--- config.mk ---
export PLATFORM = sky130hd
export DESIGN_NAME = out_serializer
export DESIGN_NICKNAME = d
export VERILOG_FILES = /design/src/rtl/out_serializer.sv
export SDC_FILE = /design/constraint.sdc
export NUM_CORES = 1
export LEC_CHECK = 0
export ABC_AREA = 1
export CAP_MARGIN = 20
export CORE_MARGIN = 2
export CORE_UTILIZATION = 32
export CTS_CLUSTER_SIZE = 28
export DETAILED_ROUTE_END_ITERATION = 10
export PLACE_DENSITY = 0.63
export RECOVER_POWER = 100
export SYNTH_ARGS = -nofsm -noshare
export SYNTH_HDL_FRONTEND = slang
export SYNTH_SLANG_ARGS = --single-unit
--- constraint.sdc ---
create_clock -name clk -period 2 [get_ports clk]
set_clock_uncertainty 0.15 [all_clocks]
set_input_delay 0.6 -clock clk [delete_from_list [all_inputs] [get_ports clk]]
set_output_delay 0.6 -clock clk [all_outputs]
set_load 0.01 [all_outputs]
--- src/rtl/out_serializer.sv ---
// ============================================================================
// Module   : out_serializer
// Brief    : Parallel-in, serial-out transmitter (start, LSB-first data, stop)
//            with a ready flag and a sticky overrun flag.
// Revision : 1.0 - initial release
// ============================================================================
`default_nettype none

module out_serializer #(
    parameter int WIDTH = 8,
    parameter int DIV   = 16
) (
    input  logic             clk,
    input  logic             reset,
    input  logic             write,
    input  logic [WIDTH-1:0] DATA,
    input  logic             clr_ovr,
    output logic             tx,
    output logic             FGO,
    output logic             overrun
);

    localparam int CW = (DIV > 1) ? $clog2(DIV) : 1;
    localparam int BW = (WIDTH > 1) ? $clog2(WIDTH) : 1;

    typedef enum logic [1:0] {
        ST_IDLE  = 2'd0,
        ST_START = 2'd1,
        ST_DATA  = 2'd2,
        ST_STOP  = 2'd3
    } state_t;

    state_t           state;
    logic [CW-1:0]    cycle_cnt;
    logic [BW-1:0]    bit_cnt;
    logic [WIDTH-1:0] shreg;

    logic cycle_wrap;
    assign cycle_wrap = (cycle_cnt == CW'(DIV - 1));

    always_ff @(posedge clk) begin
        if (reset) begin
            state     <= ST_IDLE;
            tx        <= 1'b1;
            FGO       <= 1'b1;
            overrun   <= 1'b0;
            cycle_cnt <= '0;
            bit_cnt   <= '0;
            shreg     <= '0;
        end else begin
            // A busy write takes precedence over a simultaneous clear.
            if (write && !FGO) begin
                overrun <= 1'b1;
            end else if (clr_ovr) begin
                overrun <= 1'b0;
            end

            case (state)
                ST_IDLE: begin
                    cycle_cnt <= '0;
                    bit_cnt   <= '0;
                    if (write) begin
                        shreg <= DATA;
                        tx    <= 1'b0;
                        FGO   <= 1'b0;
                        state <= ST_START;
                    end
                end

                ST_START: begin
                    if (cycle_wrap) begin
                        cycle_cnt <= '0;
                        bit_cnt   <= '0;
                        tx        <= shreg[0];
                        shreg     <= shreg >> 1;
                        state     <= ST_DATA;
                    end else begin
                        cycle_cnt <= cycle_cnt + CW'(1);
                    end
                end

                ST_DATA: begin
                    if (cycle_wrap) begin
                        cycle_cnt <= '0;
                        if (bit_cnt == BW'(WIDTH - 1)) begin
                            bit_cnt <= '0;
                            tx      <= 1'b1;
                            state   <= ST_STOP;
                        end else begin
                            bit_cnt <= bit_cnt + BW'(1);
                            tx      <= shreg[0];
                            shreg   <= shreg >> 1;
                        end
                    end else begin
                        cycle_cnt <= cycle_cnt + CW'(1);
                    end
                end

                ST_STOP: begin
                    if (cycle_wrap) begin
                        cycle_cnt <= '0;
                        tx        <= 1'b1;
                        FGO       <= 1'b1;
                        state     <= ST_IDLE;
                    end else begin
                        cycle_cnt <= cycle_cnt + CW'(1);
                    end
                end

                default: begin
                    state     <= ST_IDLE;
                    tx        <= 1'b1;
                    FGO       <= 1'b1;
                    cycle_cnt <= '0;
                    bit_cnt   <= '0;
                end
            endcase
        end
    end

endmodule

`default_nettype wire

==> impl_metrics.tcl <==
set metrics [dict create \
    status "completed" \
    dieWidth_microns 62.66 \
    reg2reg_depth 10 \
    comb_power_share_pct 47.0 \
    drv_cap 0 \
    worstReg2RegStart "state[0]" \
    power.density_nw_per_um2 1343 \
    crit_buf_inv 1 \
    synth_cells 155 \
    crit_arrival_ns 1.21 \
    vias_per_cell 4.523 \
    dp_hpwl_mm 1.736 \
    setup_viol 0 \
    maxSlewHeadroom_pct 70.90 \
    synth_enable_flop_cells 0 \
    required_ns 1.25 \
    grt_max_degree 13 \
    setup_tns_ns 0 \
    stdcell_count 218 \
    hold-worst-slack_ns 0.3015 \
    ys_seq_area_share_pct 36.36 \
    switching_share_pct 40.65 \
    rrSetupSlack_ns 0.12 \
    finalCritPeriodShare_pct 98.12 \
    dr.pass1.iters 5 \
    crit_chain "clkdlybuf4s50_1" \
    min_path_type "reg -> reg" \
    hold_start "cycle_cnt[0]" \
    report.final.slew_viol_count 0 \
    nNetsFinal 194 \
    place_inst 214 \
    grt_pass1_vias 953 \
    grt_use_total_pct 12.48 \
    cts_sinks 20 \
    portBuffers 14 \
    grt_pass1_wl_mm 3.995 \
    synth_flop_cell "dfxtp_1" \
    yosysMostFrequentCell "nand2_1" \
    holdPathStages 1 \
    start_util_pct 33.26 \
    setup_ws_ns 0.03756 \
    syn-num-nets 176 \
    dr_wl_met3_microns 100 \
    grt-ovfl-total 0 \
    synth_top_cells_by_count "nand2_1 (43), nor2_1 (22), dfxtp_1 (20), inv_1 (15), a21oi_1 (12)" \
    vias 986 \
    fmax_mhz 509.6 \
    nFillCells 376 \
    layout-drive-gt1-share_pct 9.302 \
    yosysWarnings 0 \
    period_minus_slack_ns 1.962 \
    hold_viol 0 \
    wl_mm 2.228 \
    antennaDiodeCount 0 \
    whs_endpoint "cycle_cnt[0]" \
    synth_top_area_share_pct 36.36 \
    routed.top_layer "met4" \
    synthArstFlopShare_pct 0 \
    seq_power_share_pct 34.5 \
    r2r_end "bit_cnt[2]" \
    post_cts_buffers 0 \
    cp_top_family "buffers and inverters" \
    preCtsSetupSlack_ns 0.02751 \
    synth.distinct_cells 22 \
    insertion_delay_ns 0.31 \
    final_antenna_net_count 0 \
    worstMarginPinSlew_ns 0.4364 \
    critPathSlowestCell "clkdlybuf4s50_1" \
    path_clk_slew_ns 0.12 \
    p_int_mw 1.059 \
    cts_htree_levels 1 \
    drt_iter0_markers 28 \
    antenna_found_initial 0 \
    cp-end-kind "output port" \
    ys_top_cells_by_area "dfxtp_1 (36%), nand2_1 (15%), ha_1 (10%)" \
    ys_seq_elements 20 \
    dieArea_sq_um 3926 \
    syn_area_per_cell_sq_um 7.104 \
    rows 21 \
    cts-root-buf "clkbuf_4" \
    ir_drop_mv 0.7041 \
    coreArea_sq_um 3311 \
    rsz0062_at_grt "false" \
    die_h_microns 62.66 \
    synth_top_area_cell "dfxtp_1" \
    cts_buffer_depth 2 \
    leakagePower_nw 0.6082 \
    critical_path_peak_fanout 2 \
    cts_tree "built" \
    wl_met1_microns 946 \
    globalplace.congestion 0.7593 \
    power_frac_clock_pct 18.6 \
    dr_wl_met2_mm 1.145 \
    drc 0 \
    wl_per_cell_microns 10.22 \
    p_sw_mw 0.7254 \
    area_growth_pct 20.68 \
    cp-start-kind "register" \
    cts_made_buffers 3 \
    path_class "reg -> out" \
    synth_area_sq_um 1101 \
    slowest_delay_ns 0.54 \
    io_pins 15 \
]
## cell type report
class,count,area (sq um),area share [%]
clock inverters,1,30.03,2.260
inverters,19,71.32,5.367
flip-flops and latches,20,402.9,30.32
multi-input cells,113,593.1,44.63
repair buffers,16,151.4,11.39
well taps,46,57.56,4.331
clock buffers,3,22.52,1.695
## state kept, by name (all words and copies together), names as in the netlist
name and flops:
FGO 1, cycle_cnt 4, bit_cnt 3, shreg 8, tx 1, overrun 1, state 2
## logic make-up after synthesis
logic type      count (synthesis)  synth area share, %
simple gates                   84                34.09
buf+inv                        22                9.544
flops                          20                36.36
compound gates                 19                8.978
fa+ha+maj                       9                10.23
xor+xnor                        1               0.7956
## stage by stage
stage	area [sq um]	utilization [%]	power, mW
CTS	1346	40.67	1.834
finish	1329	40.14	1.784
detailed placement	1294	39.08	1.493
global route	1329	40.14	1.965
global placement	1294	39.08	1.489
floorplan	1101	-	1.281
## cells in the final DEF, fill, tap and decap left out, types with 2 or more instances in the layout
cell and n:
a21oi_1 12, clkbuf_4 3, clkdlybuf4s50_1 14, dfxtp_1 18
dfxtp_2 2, ha_1 9, inv_1 16, inv_2 3
nand2_1 44, nand3_1 5, nand4_1 7, nor2_1 22
o21ai_0 6
## worst max-delay path by stage
| stage | start | slack (ns) | cells after the start | end |
|---|---|---|---|---|
| 2_1_floorplan | bit_cnt[0] | 0.41 | 6 | shreg[0] |
| 3_3_place_gp | write | 0.04 | 7 | state[0] |
| 3_5_place_dp | write | 0.03 | 7 | state[1] |
| 4_1_cts | FGO | 0.01 | 1 | FGO |
| 5_1_grt | tx | 0.002 | 1 | tx |
| 6_report | tx | 0.04 | 1 | tx |
## repair_timing
item	in CTS	in global routing
hold buffers	0	0
setup endpoints to repair	0	2
gates resized for setup	0	2
## metal layers
| metal | global-route usage [%] | vias up |
|---|---|---|
| li1 | - | 528 |
| met1 | 13.59 | 433 |
| met2 | 22.72 | 20 |
| met3 | 3.423 | 5 |
| met4 | 5.000 | 0 |
| met5 | 0 | - |
## power by group through the flow
stage / Combinational, mW / Sequential (mW) / Clock [mW]
after detailed placement: 0.872 / 0.620 / 0
final: 0.838 / 0.616 / 0.331
after CTS: 0.877 / 0.612 / 0.345
after global placement: 0.871 / 0.618 / 0
after floorplan: 0.667 / 0.614 / 0
after global routing: 0.971 / 0.632 / 0.362
(Power assumes the default switching activity.)
